===== config.mk =====
export PLATFORM = sky130hd
export DESIGN_NAME = background_scroll_ctrl_flat
export DESIGN_NICKNAME = d
export VERILOG_FILES = /design/src/rtl/background_scroll_ctrl_if.sv /design/src/rtl/background_scroll_ctrl.sv /design/src/flat_wrapper.sv
export SDC_FILE = /design/constraint.sdc
export NUM_CORES = 1
export LEC_CHECK = 0
export ABC_CLOCK_PERIOD_IN_PS = 10900
export BUFFER_PORTS_ARGS = -buffer_cell sky130_fd_sc_hd__buf_2
export CORE_UTILIZATION = 52
export CTS_BUF_LIST = sky130_fd_sc_hd__clkbuf_4
export CTS_CLUSTER_SIZE = 30
export DETAILED_ROUTE_END_ITERATION = 8
export PLACE_DENSITY = 0.77
export SYNTH_ARGS = -nofsm -noshare
export SYNTH_HDL_FRONTEND = slang
export SYNTH_SLANG_ARGS = --single-unit

===== constraint.sdc =====
create_clock -name vga_clk -period 10.9 [get_ports vga_clk]
set_input_delay 1.635 -clock vga_clk [delete_from_list [all_inputs] [get_ports vga_clk]]
set_output_delay 1.635 -clock vga_clk [all_outputs]
set_load 0.1 [all_outputs]

===== src/rtl/background_scroll_ctrl_if.sv =====
// Bundle between the VGA timing / game FSM side and the background sequencer.
// The master drives draw position and control; the slave returns ROM address and status.
interface background_scroll_ctrl_if #(
  parameter int ADDR_W  = 17,
  parameter int SPEED_W = 4
);
  logic [9:0]         DrawX;
  logic [9:0]         DrawY;
  logic               blank;
  logic               vs;
  logic               run;
  logic [SPEED_W-1:0] speed;
  logic               restart;
  logic [ADDR_W-1:0]  rom_address;
  logic               blank_out;
  logic [8:0]         scroll_x;
  logic [15:0]        frame_cnt;
  logic               running;

  modport master (
    output DrawX, DrawY, blank, vs,
    output run, speed, restart,
    input  rom_address, blank_out,
    input  scroll_x, frame_cnt, running
  );

  modport slave (
    input  DrawX, DrawY, blank, vs,
    input  run, speed, restart,
    output rom_address, blank_out,
    output scroll_x, frame_cnt, running
  );
endinterface


===== src/rtl/background_scroll_ctrl.sv =====
// Horizontally scrolling background sequencer: maps 640x480 draw position
// onto a 2x-downscaled wrapping source image, advancing the offset once per frame.
module background_scroll_ctrl #(
  parameter int SRC_W   = 320,
  parameter int SRC_H   = 240,
  parameter int ADDR_W  = 17,
  parameter int SPEED_W = 4
) (
  input logic vga_clk,
  input logic reset_n,
  background_scroll_ctrl_if.slave bus
);

  typedef enum logic {
    STOPPED = 1'b0,
    RUNNING = 1'b1
  } state_t;

  localparam logic [9:0] W10  = 10'(SRC_W);
  localparam logic [9:0] XMAX = 10'(2 * SRC_W);
  localparam logic [9:0] YMAX = 10'(2 * SRC_H);
  localparam logic [ADDR_W-1:0] WA = ADDR_W'(SRC_W);

  state_t state_q;
  state_t state_d;
  logic   running;

  logic               vs_q;
  logic               fb;
  logic [15:0]        frame_q;
  logic [SPEED_W-1:0] speed_q;
  logic               restart_pend;
  logic [8:0]         scroll_q;
  logic [8:0]         scroll_adv;
  logic [9:0]         sum;

  logic [8:0]         sx;
  logic [8:0]         sy;
  logic [9:0]         col_raw;
  logic [9:0]         col;
  logic [ADDR_W-1:0]  addr_d;
  logic [ADDR_W-1:0]  addr_q;
  logic [1:0]         blank_pipe;

  // Falling edge of vs marks the single frame boundary.
  assign fb = vs_q & ~bus.vs;

  // FSM state register.
  always_ff @(posedge vga_clk or negedge reset_n) begin
    if (!reset_n) begin
      state_q <= STOPPED;
    end else begin
      state_q <= state_d;
    end
  end

  // FSM next state: run is only sampled on a frame boundary.
  always_comb begin
    state_d = state_q;
    if (fb) begin
      case (state_q)
        STOPPED: if (bus.run)  state_d = RUNNING;
        RUNNING: if (!bus.run) state_d = STOPPED;
        default: state_d = STOPPED;
      endcase
    end
  end

  // FSM outputs.
  always_comb begin
    running = (state_q == RUNNING);
  end

  // Candidate next offset; speed < SRC_W so one subtract wraps.
  always_comb begin
    sum = {1'b0, scroll_q} + 10'(speed_q);
    scroll_adv = scroll_q;
    if (sum >= W10) begin
      scroll_adv = 9'(sum - W10);
    end else begin
      scroll_adv = 9'(sum);
    end
  end

  // Per-frame state: counter, latched speed, restart request, offset.
  always_ff @(posedge vga_clk or negedge reset_n) begin
    if (!reset_n) begin
      vs_q         <= 1'b1;
      frame_q      <= '0;
      speed_q      <= '0;
      restart_pend <= 1'b0;
      scroll_q     <= '0;
    end else begin
      vs_q <= bus.vs;
      if (fb) begin
        frame_q      <= frame_q + 16'd1;
        speed_q      <= bus.speed;
        restart_pend <= 1'b0;
        if (restart_pend || bus.restart) begin
          scroll_q <= '0;
        end else if (state_q == RUNNING) begin
          scroll_q <= scroll_adv;
        end
      end else if (bus.restart) begin
        restart_pend <= 1'b1;
      end
    end
  end

  // Source coordinate with wrapped horizontal offset.
  always_comb begin
    sx      = bus.DrawX[9:1];
    sy      = bus.DrawY[9:1];
    col_raw = {1'b0, sx} + {1'b0, scroll_q};
    col     = col_raw;
    if (col_raw >= W10) begin
      col = col_raw - W10;
    end
    addr_d = ADDR_W'(sy) * WA + ADDR_W'(col);
    if (bus.DrawX >= XMAX || bus.DrawY >= YMAX) begin
      addr_d = '0;
    end
  end

  // ROM address register.
  always_ff @(posedge vga_clk or negedge reset_n) begin
    if (!reset_n) begin
      addr_q <= '0;
    end else begin
      addr_q <= addr_d;
    end
  end

  // Two-stage blank delay: address register plus ROM output register.
  always_ff @(posedge vga_clk or negedge reset_n) begin
    if (!reset_n) begin
      blank_pipe <= '0;
    end else begin
      blank_pipe <= {blank_pipe[0], bus.blank};
    end
  end

  assign bus.rom_address = addr_q;
  assign bus.blank_out   = blank_pipe[1];
  assign bus.scroll_x    = scroll_q;
  assign bus.frame_cnt   = frame_q;
  assign bus.running     = running;

endmodule

===== src/flat_wrapper.sv =====
// flat-port wrapper written by rule: the top's interface ports become plain ports
module background_scroll_ctrl_flat 
#(
  parameter int SRC_W   = 320,
  parameter int SRC_H   = 240,
  parameter int ADDR_W  = 17,
  parameter int SPEED_W = 4
)
  (vga_clk, reset_n, bus_DrawX, bus_DrawY, bus_blank, bus_vs, bus_run, bus_speed, bus_restart, bus_rom_address, bus_blank_out, bus_scroll_x, bus_frame_cnt, bus_running);
  background_scroll_ctrl_if #(.ADDR_W(ADDR_W), .SPEED_W(SPEED_W)) bus_i ();
  input logic vga_clk;
  input logic reset_n;
  input wire logic [$bits(bus_i.DrawX)-1:0] bus_DrawX;
  input wire logic [$bits(bus_i.DrawY)-1:0] bus_DrawY;
  input wire logic [$bits(bus_i.blank)-1:0] bus_blank;
  input wire logic [$bits(bus_i.vs)-1:0] bus_vs;
  input wire logic [$bits(bus_i.run)-1:0] bus_run;
  input wire logic [$bits(bus_i.speed)-1:0] bus_speed;
  input wire logic [$bits(bus_i.restart)-1:0] bus_restart;
  output wire logic [$bits(bus_i.rom_address)-1:0] bus_rom_address;
  output wire logic [$bits(bus_i.blank_out)-1:0] bus_blank_out;
  output wire logic [$bits(bus_i.scroll_x)-1:0] bus_scroll_x;
  output wire logic [$bits(bus_i.frame_cnt)-1:0] bus_frame_cnt;
  output wire logic [$bits(bus_i.running)-1:0] bus_running;
  assign bus_i.DrawX = bus_DrawX;
  assign bus_i.DrawY = bus_DrawY;
  assign bus_i.blank = bus_blank;
  assign bus_i.vs = bus_vs;
  assign bus_i.run = bus_run;
  assign bus_i.speed = bus_speed;
  assign bus_i.restart = bus_restart;
  assign bus_rom_address = bus_i.rom_address;
  assign bus_blank_out = bus_i.blank_out;
  assign bus_scroll_x = bus_i.scroll_x;
  assign bus_frame_cnt = bus_i.frame_cnt;
  assign bus_running = bus_i.running;
  background_scroll_ctrl #(.SRC_W(SRC_W), .SRC_H(SRC_H), .ADDR_W(ADDR_W), .SPEED_W(SPEED_W)) u_core (.vga_clk(vga_clk), .reset_n(reset_n), .bus(bus_i));
endmodule

# Word level (Yosys, flattened, before mapping)
# Cells that the tools add are included.
[op_classes] add_sub_neg=6 n_mul=1 magnitude_cmp=4 n_mux=8 bitwise=2 reduce_logical=5
[ops] cell="$ge 10x9->1 const B" n=3
[ops] cell="$mux 9" n=3
[ops] cell="$add 17x10->17" n=1
[ops] cell="$mux 17" n=1
[ops] cell="$add 16x1->16 const B" n=1
[ops] cell="$mul 9x3->11 const B" n=1
[ops] cell="$add 9x4->10" n=1
[ops] cell="$add 9x9->10" n=1
[ops] cell="$ge 10x10->1 const B" n=1
[ops] cell="$mux 10" n=1
[ops] cell="$sub 10x9->10 const B" n=1
[ops] cell="$sub 9x9->9 const B" n=1
[ops] cell="$reduce_bool 2->1" n=2
[ops] cell="$mux 1" n=3
[ops] cell="$logic_or 1x1->1" n=2
[ops] cell="$reduce_and 2->1" n=1
[ops] cell="$and 1x1->1" n=1
[ops] cell="$not 1->1" n=1
[totals] regBits=51 in_bits=30 out_inout_bits=44 elab_cells=34

# Depth between registers and ports, before layout
[logic_depth] depth_word=5 mapped_depth=20 mapped_depth_nobuf=20

# Worst setup path before layout
# Ideal clock, no wire load.
[synth_timing] kind="input to register" startpoint="in bus_DrawX[1]" endpoint="reg u_core.addr_q[12] (netlist: u_core.bus.rom_address[12])" setup_time_ns=0.132 arrival_ns=4.861 t_required_ns=10.768 setup_slack_ns=5.908 path_stages=20 n_path_buf=0 path_cell_list="ha_1 inv_1 fa_1 nor2b_4 o31a_1 o21a_1 o41a_1 xor2_1 a21oi_1 a21boi_1 ha_1 inv_1 fa_1 nor2b_1 o21ai_0 nand2b_1 nor2b_1 nor2b_1 xor2_1 nor2_1"
[synth_via] elab_chain_cells=5 elab_cells_between_ends=8 cone_classes="add/sub: 3; order compare: 2; mux: 2; reduce/logical: 1"
[synth_lines] item="start, declared" line="flat_wrapper.sv:13" source="input wire logic [$bits(bus_i.DrawX)-1:0] bus_DrawX;"
[synth_lines] item="$add 9x9->10" line="background_scroll_ctrl.sv:114" source="col_raw = {1'b0, sx} + {1'b0, scroll_q};"
[synth_lines] item="$sub 10x9->10 / $ge 10x9->1 (equally long branches)" line="background_scroll_ctrl.sv:117, background_scroll_ctrl.sv:116"
[synth_lines] item="$mux 10" line="background_scroll_ctrl.sv:116" source="if (col_raw >= W10) begin"
[synth_lines] item="$add 17x10->17" line="background_scroll_ctrl.sv:119" source="addr_d = ADDR_W'(sy) * WA + ADDR_W'(col);"
[synth_lines] item="$mux 17 (*)" line="background_scroll_ctrl.sv:120" source="if (bus.DrawX >= XMAX || bus.DrawY >= YMAX) begin"
[synth_lines] item="net u_core.addr_d[12]" line="background_scroll_ctrl.sv:41" source="logic [ADDR_W-1:0] addr_d;"
[synth_lines] item="end signal, assigned" line="background_scroll_ctrl.sv:130" source="addr_q <= addr_d;"
[synth_lines] item="end, declared" line="background_scroll_ctrl.sv:42" source="logic [ADDR_W-1:0] addr_q;"
# Mark *: on every way through the listed nets, which the timed path passes. The rest lies on a longest branch.
# A chain may end at the register's enable or synchronous reset.

# Worst setup path after layout
# Ends and elaborated chain as after synthesis.

==> results_dict.tcl <==
set metrics [dict create \
    synth_warnings 0 \
    grt_pass1_vias 2646 \
    syn_inst 332 \
    overflow 0 \
    seq_area_sq_um 1280 \
    cts_tree "built" \
    utilization_pct 63.0 \
    fin_skew_ps 16.5 \
    status "completed" \
    cts_sinks 51 \
    busiest_layer "met2" \
    insertion_delay_ps 360 \
    die_h_microns 81.6 \
    setup_violations 0 \
    syn2layout_area_growth_pct 15.1 \
    grtUsageMet3_pct 3.33 \
    io_pins 74 \
    startpoint_type "input pin" \
    synth_edf_count 0 \
    ant_nets 0 \
    hold_buffers 0 \
    cp.arrival_ps 5390 \
    antenna_found_initial 0 \
    grtUsageTotal_pct 22.4 \
    wl_per_cell_microns 13.9 \
    grt_max_degree 52 \
    ys_ff_latch 51 \
    clock.fmax_ghz 0.194 \
    fin_crit_ps 5150 \
    layout.nets 474 \
    maxSlewViolCount 0 \
    ir_drop_uv 189 \
    fp-row-count 28 \
    num_vias 2663 \
    ys_seq_area_share_pct 38.8 \
    gp_congestion 0.843 \
    num-fill-cells 517 \
    initial_core_util_pct 54.7 \
    place_inst 474 \
    dieArea_sq_um 6660 \
    drive_gt1_share_pct 23.1 \
    fin_cells 482 \
    powerDensity_nw_per_um2 158 \
    drtIter0Drc 87 \
    worst-setup-path-type "input pin to flop" \
    cts-htree-levels 2 \
    leakagePower_nw 1.95 \
    yosysTopAreaCellShare_pct 38.0 \
    holdCritPathClass "flop to flop" \
    worst_ep_required_time_ps 11140 \
    dp_hpwl_mm 5.19 \
    mappedNetlistArea_sq_um 3300 \
    cp-end-kind "flop" \
    root_buffer "clkbuf_4" \
    power_uw 601 \
    max_cap_viol_count 0 \
    grt_util_met1_pct 28.6 \
    avgViaCountPerCell 5.52 \
    synth_flop_cell "dfrtp_1" \
    yosysMostFrequentCell "dfrtp_1" \
    cts_resized 0 \
    max_slew.worst_pin.slew_ps 672 \
    hold_viol 0 \
    slew_headroom_pct 55.1 \
    setup_tns_ps 0 \
    finalCritPeriodShare_pct 47.2 \
    die_w_microns 81.6 \
    synth_cell_types 50 \
    cts_buffers 5 \
    synth_area_leaders "dfrtp_1 38%, ha_1 13%, xnor2_1 5.0%, xor2_1 4.8%, nor2_1 3.9%" \
    synthTopCellsByCount "50 x dfrtp_1, 34 x ha_1, 34 x nor2_1, 20 x nand2_1, 19 x xnor2_1" \
    rsz0062_at_grt "false" \
    coreArea_sq_um 6030 \
    postCtsSetupBuffers 0 \
    yosysTopAreaCell "dfrtp_1" \
    wl_mm 6.72 \
    use_met2_pct 39.0 \
    clkTransAtPathRegs_ps 150 \
    syn_area_per_cell_sq_um 9.93 \
    multiInputGateArea_sq_um 1920 \
    diodes 0 \
    clockBufferDepth 2 \
    syn-num-nets 400 \
    drc 0 \
    cp_max_fo 4 \
    drt_pass1_iterations 4 \
    place.port_buffers 71 \
    grt_pass1_wl_mm 11.5 \
    async_reset_ff_share_pct 100 \
]
## sequential cells by signal (all words and copies together) (netlist names)
signal,cells
u_core.speed_q,4
u_core.bus.rom_address,17
u_core.bus.running,1
u_core.bus.scroll_x,9
u_core.bus.frame_cnt,16
u_core.restart_pend,1
u_core.blank_pipe,2
u_core.vs_q,1
## layer usage
metal	share of wire [%]	up-vias	wire (microns)
met5	0	-	0
met4	1.2	0	78
met3	4.9	6	331
met2	47	65	3130
met1	47	1253	3170
li1	-	1339	-
## cell type report
| type | instances | share of cell area, % |
|---|---|---|
| clock buffers | 5 | 0.989 |
| well taps | 75 | 2.47 |
| flip-flops and latches | 51 | 33.7 |
| inverters | 18 | 1.78 |
| clock inverters | 3 | 0.495 |
| repair buffers | 74 | 9.96 |
| multi-input cells | 256 | 50.6 |
## through the flow
| step | setup WS [ps] | hold slack, ps | instance area, sq um |
|---|---|---|---|
| floorplan | 5910 | 331 | 3300 |
| global placement | 5430 | 335 | 3740 |
| detailed placement | 5380 | 337 | 3740 |
| CTS | 5780 | 370 | 3790 |
| global route | 5360 | 384 | 3790 |
| finish | 5750 | 366 | 3790 |
## critical path, stage by stage
cell	delay (ps)
buf_2	100
ha_1	200
inv_1	80
fa_1	220
nor2b_4	60
o31a_1	290
o21a_1	220
o41a_1	360
xor2_1	290
a21oi_1	110
a21boi_1	200
ha_1	190
inv_1	50
fa_1	380
nor2b_1	170
o21ai_0	100
nand2b_1	100
nor2b_1	250
nor2b_1	190
xor2_1	150
nor2_1	50
## cells by family after synthesis
family | after synthesis | synth area share (%)
flip-flops | 51 | 38.8
AND/OR/NAND/NOR | 105 | 15.9
AO/OA/AOI/OAI | 69 | 15.0
multiplexers | 7 | 2.32
XOR/XNOR | 37 | 9.83
buffers and inverters | 25 | 2.92
adder cells (fa/ha/maj) | 38 | 15.3
## cells in the final DEF, fill, tap and decap left out, types with 2 or more instances in the layout
cell type	netlist	routed
nand2_1	20	20
nor2_1	34	34
o21bai_1	4	4
dfrtp_1	50	50
o41a_1	2	2
clkbuf_4	0	5
buf_2	2	71
a22o_1	3	3
o31ai_1	3	3
xnor2_1	19	19
inv_1	18	18
nand4b_1	2	2
a21oi_1	9	9
and3_1	4	4
nor4_1	3	3
nor3_1	8	8
o21ai_0	14	14
ha_1	34	34
mux2i_1	2	2
xor2_1	18	18
mux2_2	5	5
a211oi_1	6	6
nand2b_1	3	3
fa_1	4	4
nor2b_1	7	7
clkinv_2	0	2
or3_1	2	2
nand3_1	8	8
o211ai_1	2	2
buf_4	0	3
or2_2	2	2
and4_1	2	2
nor3b_1	2	2
nand4_1	6	6
a21o_1	6	6
o21a_1	7	7
## report_power, final
part	total, mW	internal, mW	leakage, nW	switching (mW)
logic	0.283	0.0654	1.24	0.217
registers	0.231	0.211	0.670	0.0192
clock network	0.0877	0.0255	0.0354	0.0622
## worst paths after layout
path	start	to	slack [ps]	depth (start not counted)
worst max-delay path	bus_DrawX[1]	u_core.bus.rom_address[12]$_DFF_PN0_	5750	21
worst min-delay path	u_core.blank_pipe[0]$_DFF_PN0_	u_core.blank_pipe[1]$_DFF_PN0_	370	0
worst max register to register	u_core.bus.scroll_x[0]$_DFFE_PN0P_	u_core.bus.rom_address[12]$_DFF_PN0_	6630	20
worst min register to register	u_core.blank_pipe[0]$_DFF_PN0_	u_core.blank_pipe[1]$_DFF_PN0_	370	0
max in group asynchronous	reset_n	u_core.bus.rom_address[16]$_DFF_PN0_	9100	2
min in group asynchronous	reset_n	u_core.bus.frame_cnt[6]$_DFFE_PN0P_	1360	2
Power figures use the tool's default switching activity.
